## src/rtl/pcs25g_tx_gearbox_if.sv

```systemverilog
// Encoder-to-gearbox block handshake plus the 64-bit line-side word bus.
// The master side is the encoder; the slave side is the gearbox.
interface pcs25g_tx_gearbox_if;
    logic        in_valid;
    logic        in_ready;
    logic [1:0]  in_sh;
    logic [63:0] in_data;
    logic [63:0] out_data;
    logic [5:0]  out_seq;
    logic        idle_ins;

    modport master (
        output in_valid, in_sh, in_data,
        input  in_ready, out_data, out_seq, idle_ins
    );

    modport slave (
        input  in_valid, in_sh, in_data,
        output in_ready, out_data, out_seq, idle_ins
    );
endinterface

```

## src/rtl/pcs25g_tx_gearbox.sv

```systemverilog
// 25G PCS transmit gearbox: x^58+x^39+1 payload scrambler, idle insertion, 66b->64b packing.
// Optional error injection on the next consumed block when PCS25G_TX_ERRINJ_EN is defined.
module pcs25g_tx_gearbox #(
    parameter logic [57:0] SCR_INIT     = 58'h3FF_FFFF_FFFF_FFFF,
    parameter logic [63:0] IDLE_PAYLOAD = 64'h0000_0000_0000_001E
) (
    input  logic clk,
    input  logic rst,
`ifdef PCS25G_TX_ERRINJ_EN
    input  logic       inj_req,
    input  logic [1:0] inj_mode,
`endif
    pcs25g_tx_gearbox_if.slave bus
);

    logic [6:0]   cnt;
    logic [5:0]   seq;
    logic [57:0]  scr;
    logic [127:0] buf_q;
    logic [63:0]  out_data_q;
    logic         idle_q;

    logic         consume;
    logic [1:0]   blk_sh;
    logic [63:0]  blk_pay;
    logic [38:0]  o_lo;
    logic [18:0]  o_mid;
    logic [5:0]   o_hi;
    logic [63:0]  scr_pay;
    logic [1:0]   line_sh;
    logic [63:0]  line_pay;
    logic [127:0] merged;

    // Two slots of buffering never hold more than 62+66 bits, so 128 suffices.
    assign consume      = (cnt < 7'd64);
    assign bus.in_ready = consume;
    assign bus.out_data = out_data_q;
    assign bus.out_seq  = seq;
    assign bus.idle_ins = idle_q;

    assign blk_sh  = bus.in_valid ? bus.in_sh   : 2'b01;
    assign blk_pay = bus.in_valid ? bus.in_data : IDLE_PAYLOAD;

    // scr[57] is the most recent scrambled bit, scr[0] the oldest (o at k-58).
    // Bits 39+ reuse freshly scrambled bits of this block, split to avoid a self-loop.
    assign o_lo    = blk_pay[38:0]  ^ scr[57:19] ^ scr[38:0];
    assign o_mid   = blk_pay[57:39] ^ o_lo[18:0] ^ scr[57:39];
    assign o_hi    = blk_pay[63:58] ^ o_lo[24:19] ^ o_lo[5:0];
    assign scr_pay = {o_hi, o_mid, o_lo};

`ifdef PCS25G_TX_ERRINJ_EN
    logic       inj_pend;
    logic [1:0] inj_mode_q;

    always_ff @(posedge clk) begin
        if (rst) begin
            inj_pend   <= 1'b0;
            inj_mode_q <= 2'b00;
        end else if (inj_pend && consume) begin
            inj_pend   <= 1'b0;
        end else if (!inj_pend && inj_req) begin
            inj_pend   <= 1'b1;
            inj_mode_q <= inj_mode;
        end
    end

    // Corruption touches only the line copy; scr always advances from scr_pay.
    always_comb begin
        line_sh  = blk_sh;
        line_pay = scr_pay;
        if (inj_pend) begin
            case (inj_mode_q)
                2'b01:   line_sh = 2'b00;
                2'b10:   line_sh = 2'b11;
                2'b11:   line_pay[0] = ~scr_pay[0];
                default: ;
            endcase
        end
    end
`else
    assign line_sh  = blk_sh;
    assign line_pay = scr_pay;
`endif

    assign merged = buf_q | (consume ? ({62'b0, line_pay, line_sh} << cnt) : 128'b0);

    always_ff @(posedge clk) begin
        if (rst) begin
            cnt        <= 7'd0;
            seq        <= 6'd0;
            scr        <= SCR_INIT;
            buf_q      <= 128'b0;
            out_data_q <= 64'b0;
            idle_q     <= 1'b0;
        end else begin
            cnt        <= consume ? cnt + 7'd2 : 7'd0;
            seq        <= (seq == 6'd32) ? 6'd0 : seq + 6'd1;
            buf_q      <= {64'b0, merged[127:64]};
            out_data_q <= merged[63:0];
            idle_q     <= consume && !bus.in_valid;
            if (consume) begin
                scr <= scr_pay[63:6];
            end
        end
    end

endmodule

```

## src/flat_wrapper.sv

```systemverilog
// flat-port wrapper written by rule: the top's interface ports become plain ports
module pcs25g_tx_gearbox_flat 
#(
    parameter logic [57:0] SCR_INIT     = 58'h3FF_FFFF_FFFF_FFFF,
    parameter logic [63:0] IDLE_PAYLOAD = 64'h0000_0000_0000_001E
)
  (clk, rst, bus_in_valid, bus_in_sh, bus_in_data, bus_in_ready, bus_out_data, bus_out_seq, bus_idle_ins);
  pcs25g_tx_gearbox_if bus_i ();
  input  logic clk;
  input  logic rst;
  input wire logic [$bits(bus_i.in_valid)-1:0] bus_in_valid;
  input wire logic [$bits(bus_i.in_sh)-1:0] bus_in_sh;
  input wire logic [$bits(bus_i.in_data)-1:0] bus_in_data;
  output wire logic [$bits(bus_i.in_ready)-1:0] bus_in_ready;
  output wire logic [$bits(bus_i.out_data)-1:0] bus_out_data;
  output wire logic [$bits(bus_i.out_seq)-1:0] bus_out_seq;
  output wire logic [$bits(bus_i.idle_ins)-1:0] bus_idle_ins;
  assign bus_i.in_valid = bus_in_valid;
  assign bus_i.in_sh = bus_in_sh;
  assign bus_i.in_data = bus_in_data;
  assign bus_in_ready = bus_i.in_ready;
  assign bus_out_data = bus_i.out_data;
  assign bus_out_seq = bus_i.out_seq;
  assign bus_idle_ins = bus_i.idle_ins;
  pcs25g_tx_gearbox #(.SCR_INIT(SCR_INIT), .IDLE_PAYLOAD(IDLE_PAYLOAD)) u_core (.clk(clk), .rst(rst), .bus(bus_i));
endmodule
```

## config.mk

```make
export PLATFORM = sky130hd
export DESIGN_NAME = pcs25g_tx_gearbox_flat
export DESIGN_NICKNAME = d
export VERILOG_FILES = /design/src/rtl/pcs25g_tx_gearbox_if.sv /design/src/rtl/pcs25g_tx_gearbox.sv /design/src/flat_wrapper.sv
export SDC_FILE = /design/constraint.sdc
export NUM_CORES = 1
export LEC_CHECK = 0
export BUFFER_PORTS_ARGS = -buffer_cell sky130_fd_sc_hd__buf_2
export CORE_UTILIZATION = 30
export CTS_CLUSTER_SIZE = 20
export DETAILED_ROUTE_END_ITERATION = 7
export PLACE_DENSITY = 0.53
export SLEW_MARGIN = 20
export SYNTH_ARGS = -nofsm -noshare
export SYNTH_HDL_FRONTEND = slang
export SYNTH_SLANG_ARGS = --single-unit
```

## constraint.sdc

```tcl
create_clock -name clk -period 3.25 [get_ports clk]
set_clock_uncertainty 0.15 [all_clocks]
set_input_delay 0.4875 -clock clk [delete_from_list [all_inputs] [get_ports clk]]
set_output_delay 0.4875 -clock clk [all_outputs]
set_load 0.05 [all_outputs]
```

==> metrics, run 1 <==
CTS Sinks=199; Worst Setup Start Kind=register; yosys warns=0; clk_lat worst skew=510 ps; port buffer count=140; Die Ht=213.8 um; vias in the first global route=13.17k; nets=1900; clock-pin slew on the worst setup and hold paths=100 ps; final slew viol count=0; WHS=125.0 ps; top cell type's share of synthesized area=29.60%; Inst Count DP=2401; initial antenna violation count=0; TritonCTS buffer count=17; syn avg cell area=8.530 um^2; FMAX=319.9 MHz; unrepaired setup endpoints after global routing=no; Root Buffer=clkbuf_16; GRT Total Usage=29.23%; WL/cell=27.02 um; final WL=65.75 mm; fin crit period=3126 ps; cell taking the most area after synthesis=dfxtp_1; Fin. Hold Viols=0; largest cells by area after synthesis=dfxtp_1 30%, nand2_1 6.6%, xor2_1 5.8%; row count=77; Synth Register Bits=199; Critical Path, Cell by Cell=xor2_1 > xor2_1 > xor2_1 > mux2i_1 > mux4_2 > mux2i_1 > buf_4 > o22ai_1; H-tree depth=4; max-cap viol count=0; CP arrival=3340 ps; setup bufs post-CTS=0; Worst slew margin=39.52%; status=finished, final reports clean; Iteration-0 DRC Markers=1680; ANT cells=0; Non-Filler Instances=2433; PwrDens=1317 mW/mm^2; post-cts gate resize count=0; TritonCTS clock tree=done; core box area=0.04422 mm^2; crit-path max cell delay=500 ps; global-route wire length before repair=94.02 mm; DRC Markers=0; vias post-DR=14.12k; DIE AREA=0.04572 mm^2; DR vias/cell=5.804; WP buf/inv=1; Initial Util=30.44%; count of antenna-violating nets left after detailed routing=0; 1st-pass router iterations=7; dpl hpwl=51.74 mm; Top FF cell, synth=dfxtp_1; Routability Congestion=1.025; Area Overhead vs Synth=24.90%; fin crit share=96.19%; Critical Path End Type=register; HP Class=in2reg; Finished Core Util=38.02%; count of hold buffers inserted by post-cts repair=0; Worst path slowest cell=mux4_2; synth unique cells=76; most used cell, CP=xor2_1; maximum VDD drop=0.5345 mV; sequential fraction of the synthesis area=29.60%; type of the worst setup path=reg2reg; Synth Cell Area=0.01346 mm^2; WP data required=3470 ps; Leakage=6.889 nW; # setup viols final=0; Synth Instances=1578; Max clock buf depth=2; delay-heaviest family, CP=XOR/XNOR gates; layout cells sized above 1=26.45%; IO Count=141; ys async rst share=0%; width of the die=213.8 um; critical path peak fanout=4; Post-synth EDFFs=0; syn_nets=1650; Worst Tran Pin Value=895.4 ps; largest net degree at the start of global routing=121; total grt overflow=0
[worst paths after layout]
path | cells after the start | slack, ps | endpoint | from
max | 8 | 120 | u_core.buf_q[5] | u_core.scr[33]
min | 2 | 120 | u_core.bus.out_seq[4] | rst
max reg2reg | 8 | 120 | u_core.buf_q[5] | u_core.scr[33]
min reg2reg | 1 | 300 | u_core.bus.out_data[11] | u_core.buf_q[11]
[layer usage]
metal | up-vias | global-route usage, % | routed length, um
li1 | 6334 | - | -
met1 | 6892 | 39.48 | 28590
met5 | - | 0 | 0
met3 | 162 | 4.979 | 5035
met4 | 0 | 17.14 | 3934
met2 | 734 | 43.63 | 28190
[registers in the layout, indices dropped and copies added (netlist names)]
| name | cells |
|---|---|
| u_core.buf_q | 64 |
| u_core.bus.idle_ins | 1 |
| u_core.bus.out_data | 64 |
| u_core.bus.out_seq | 6 |
| u_core.cnt | 6 |
| u_core.scr | 58 |
[per-stage QoR]
stage          worst slack [ps]  power (W)  TNS (ps)  instance area, um^2
6_report                  123.7    0.02214         0                16810
5_1_grt                   55.73    0.02299         0                16810
4_1_cts                   71.50    0.02183         0                16810
3_5_place_dp             -29.92    0.01939    -29.92                16180
3_3_place_gp             -41.68    0.01942    -44.03                16180
2_1_floorplan             360.8    0.01227         0                13460
[Yosys cell counts, types with 12 or more instances]
| cell | n |
|---|---|
| o221ai_1 | 39 |
| mux2_2 | 33 |
| xor2_1 | 89 |
| o21ai_0 | 62 |
| mux2i_1 | 66 |
| o2bb2ai_1 | 34 |
| nand2_1 | 236 |
| o211ai_1 | 45 |
| clkbuf_1 | 103 |
| a22oi_1 | 14 |
| buf_1 | 21 |
| mux4_2 | 25 |
| dfxtp_1 | 199 |
| a211oi_1 | 20 |
| xnor3_1 | 12 |
| o22ai_1 | 31 |
| xnor2_1 | 77 |
| a21oi_1 | 41 |
| inv_1 | 20 |
| o32ai_1 | 13 |
| a221o_1 | 12 |
| nor3_1 | 23 |
| nor2_1 | 100 |
| nand3_1 | 44 |
[cells by family after synthesis]
group | synth area share (%)
and+or+nand+nor | 15.66
muxes | 12.35
buffers and inverters | 4.369
xor gates and xnor gates | 13.84
DFF | 29.60
adders and majority gates | 0.2789
AOI/OAI and AO/OA | 23.90
[power breakdown]
group | internal (W) | total [W] | leakage (nW) | switching [W]
registers | 0.00317 | 0.00377 | 1.64 | 0.000600
clock network | 0.00109 | 0.00236 | 0.307 | 0.00128
logic | 0.00622 | 0.0160 | 4.94 | 0.00979
total | 0.0105 | 0.0221 | 6.89 | 0.0117
[final cells by class]
| cell class | count | area (um^2) |
|---|---|---|
| Clock buffer | 17 | 425.4 |
| Clock inverter | 15 | 211.5 |
| Fill cell | 4526 | 27410 |
| Inverter | 23 | 88.84 |
| Multi-Input combinational cell | 1226 | 8889 |
| Sequential cell | 199 | 3995 |
| Tap cell | 592 | 740.7 |
| Timing Repair Buffer | 361 | 2462 |
[cells in the final DEF, fill, tap and decap left out, types with 16 or more instances in the layout]
cell and count:
o211ai_1 45, nand3_1 44, nor3_1 23, inv_1 16
o21ai_0 61, mux2i_1 66, buf_4 214, mux4_2 25
clkbuf_16 17, mux2_2 33, xnor2_1 77, nor2_1 100
a211oi_1 20, a21oi_1 41, o221ai_1 39, o22ai_1 31
o2bb2ai_1 34, xor2_1 89, dfxtp_1 194, nand2_1 236
buf_2 139
(Power assumes the default switching activity.)
==> run 2, diff against run 1 <==
--- a/config.mk
+++ b/config.mk
@@ -6,10 +6,12 @@
 export NUM_CORES = 1
 export LEC_CHECK = 0
 export BUFFER_PORTS_ARGS = -buffer_cell sky130_fd_sc_hd__buf_2
-export CORE_UTILIZATION = 30
+export CORE_ASPECT_RATIO = 0.9
+export CORE_UTILIZATION = 55
 export CTS_CLUSTER_SIZE = 20
 export DETAILED_ROUTE_END_ITERATION = 7
-export PLACE_DENSITY = 0.53
+export HOLD_SLACK_MARGIN = 0.15
+export PLACE_DENSITY = 0.82
 export SLEW_MARGIN = 20
 export SYNTH_ARGS = -nofsm -noshare
 export SYNTH_HDL_FRONTEND = slang
==> run 2 against run 1 <==
Effect of this change: die area shrank 45%; final cell count shrank 14%; via count grew 2.4%; register-to-register slack lost 160 ps; power shrank 6.0%; maximum frequency shrank 5.0%; design area shrank 5.0%; critical path depth shrank 1; critical endpoint is now u_core.buf_q[15]; flip-flop and latch count is the same; wire length shrank 11%; largest power group unchanged; the run now ends with setup timing left; sequential share of layout area grew 1.2 points; non-clock buffer count shrank 59; largest cell class unchanged.
==> metrics, run 2 (same netlist as run 1, synthesis figures left out) <==
Iteration-0 DRC Markers=2094 (+25%); DRC Markers=0 (unchanged); crit-path max cell delay=670 ps (+170 ps); Reg2Reg Depth=7 (-1); vias in the first global route=13.11k (-0.45%); total grt overflow=0 (unchanged); critical path peak fanout=44 (+40); max-cap viol count=0 (unchanged); TritonCTS clock tree=done; Final Worst Setup Slack=-41.00 ps (-164.7 ps); Setup TNS=-46.01 ps (-46.01 ps); WP data required=3470 ps (about the same); failing checks=setup timing; initial antenna violation count=0 (unchanged); reg-to-reg startpoint=u_core.cnt[2]; fin crit period=3291 ps (+164.7 ps); fin crit share=101.3% (+5.1 points); 1st-pass router iterations=6 (-1); unrepaired setup endpoints after global routing=no; post-route cell area=0.01597 mm^2 (-5.0%); Finished Core Util=67.46% (+29 points); dpl hpwl=45.48 mm (-12%); # setup viols final=2 (+2); type of the worst setup path=reg2reg; CP arrival=3510 ps (+170 ps); Area after DPL=0.01535 mm^2 (-5.1%); WL/cell=28.13 um (+4.1%); WP buf/inv=2 (+1); hold_sp=rst; nets=1841 (-3.1%); Critical Path End Type=register; global-route wire length before repair=85.24 mm (-9.3%); Worst path depth=7 (-1); setup bufs post-CTS=0 (unchanged); clk_lat worst skew=470 ps (-40 ps); port buffer count=140 (unchanged); vias post-DR=14.47k (+2.4%); status=finished with violations; Worst path slowest cell=dfxtp_2; Routability Congestion=1.073 (+4.7%); TritonCTS buffer count=17 (unchanged); WHS=266.4 ps (+141.4 ps); Initial Util=56.86% (+26 points); final slew viol count=0 (unchanged); FMAX=303.9 MHz (-5.0%); clock-pin slew on the worst setup and hold paths=80 ps (-20 ps); Crit Reg-Reg Endpoint=u_core.buf_q[15]; Max clock buf depth=2 (unchanged); Leakage=6.593 nW (-4.3%); count of hold buffers inserted by post-cts repair=0 (unchanged); Root Buffer=clkbuf_16; largest net degree at the start of global routing=121 (unchanged); row count=53 (-31%); count of antenna-violating nets left after detailed routing=0 (unchanged); ANT cells=0 (unchanged); flop2flop setup slack=-40 ps (-160 ps); Worst Setup Start Kind=register; DIE AREA=0.02510 mm^2 (-45%); Critical Path, Cell by Cell=clkinv_1 > buf_12 > nor2_1 > nand2_1 > or2_2 > o221a_2 > o22ai_1; Die Ht=150.4 um (-30%); Pwr Total=0.02081 W (-6.0%); most frequent cells in the layout=236 x nand2_1, 194 x dfxtp_1, 156 x buf_4, 139 x buf_2, 100 x nor2_1; layout cells sized above 1=24.02% (-2.4 points); GRT Total Usage=46.59% (+17 points); Area Overhead vs Synth=18.65%; final WL=58.62 mm (-11%); Critical Path Source=u_core.cnt[2]; PwrDens=1303 mW/mm^2 (-1.1%); maximum VDD drop=0.7498 mV (+40%); Worst slew margin=20.81% (-19 points); core box area=0.02367 mm^2 (-46%); DR vias/cell=6.941 (+20%); HP Class=in2reg; delay-heaviest family, CP=simple AND/OR/NAND/NOR gates; most common library cell in the layout ignoring fill and taps=nand2_1; Fin. Hold Viols=0 (unchanged); Setup crit end=u_core.buf_q[15]; fillers=1944 (-57%); CTS Sinks=199 (unchanged); width of the die=166.9 um (-22%); IO Count=141 (unchanged); H-tree depth=4 (unchanged); Worst Tran Pin Value=1175 ps (+280.0 ps)
run 2: changes by cell type in the layout (fill, tap and decap cells not counted), sizes merged:
cell / change
inv: -6
clkinv: +5
buf: -59
clkbuf: +1
run 2: worst min path at each step:
stage | endpoint | depth (start not counted)
CTS | u_core.bus.out_seq[4] | 2
floorplan | u_core.bus.out_data[32] | 2
global route | u_core.bus.out_data[33] | 2
detailed placement | u_core.bus.out_data[25] | 1
global placement | u_core.bus.out_data[48] | 2
finish | u_core.bus.out_seq[4] | 2
run 2: per-layer routing:
metal	wire, um	vias up	global-route usage, %
li1	-	6199	-
met1	22480	6958	59.80
met2	24640	1111	70.06
met3	8331	197	15.25
met4	3165	0	23.75
met5	0	-	0
run 2: power by group:
part	leakage (nW)	internal, W	total (W)	switching, W
sequential	1.64	0.00317	0.00385	0.000687
clock	0.294	0.00105	0.00226	0.00120
combinational	4.66	0.00552	0.0147	0.00917
run 2: area by class of cell:
class                   count  area [um^2]  area share, %
clock inverters            14        180.2          1.128
repair buffers            302         2007          12.57
well taps                 302        377.9          2.366
multi-input cells        1226         8896          55.70
clock buffers              18        429.2          2.687
inverters                  23        87.58         0.5484
flip-flops and latches    199         3993          25.00
run 2: through the flow:
stage	setup slack, ps	instances
finish	-41.00	2084
CTS	156.4	2084
floorplan	360.8	1578
global placement	-55.34	2052
detailed placement	-11.75	2052
global route	5.146	2084
run 2: repair_timing:
item / 4_1_cts / 5_1_grt
endpoints found under the hold margin: 0 / 0
endpoints found under the setup margin: 0 / 3
resized for setup: 0 / 1
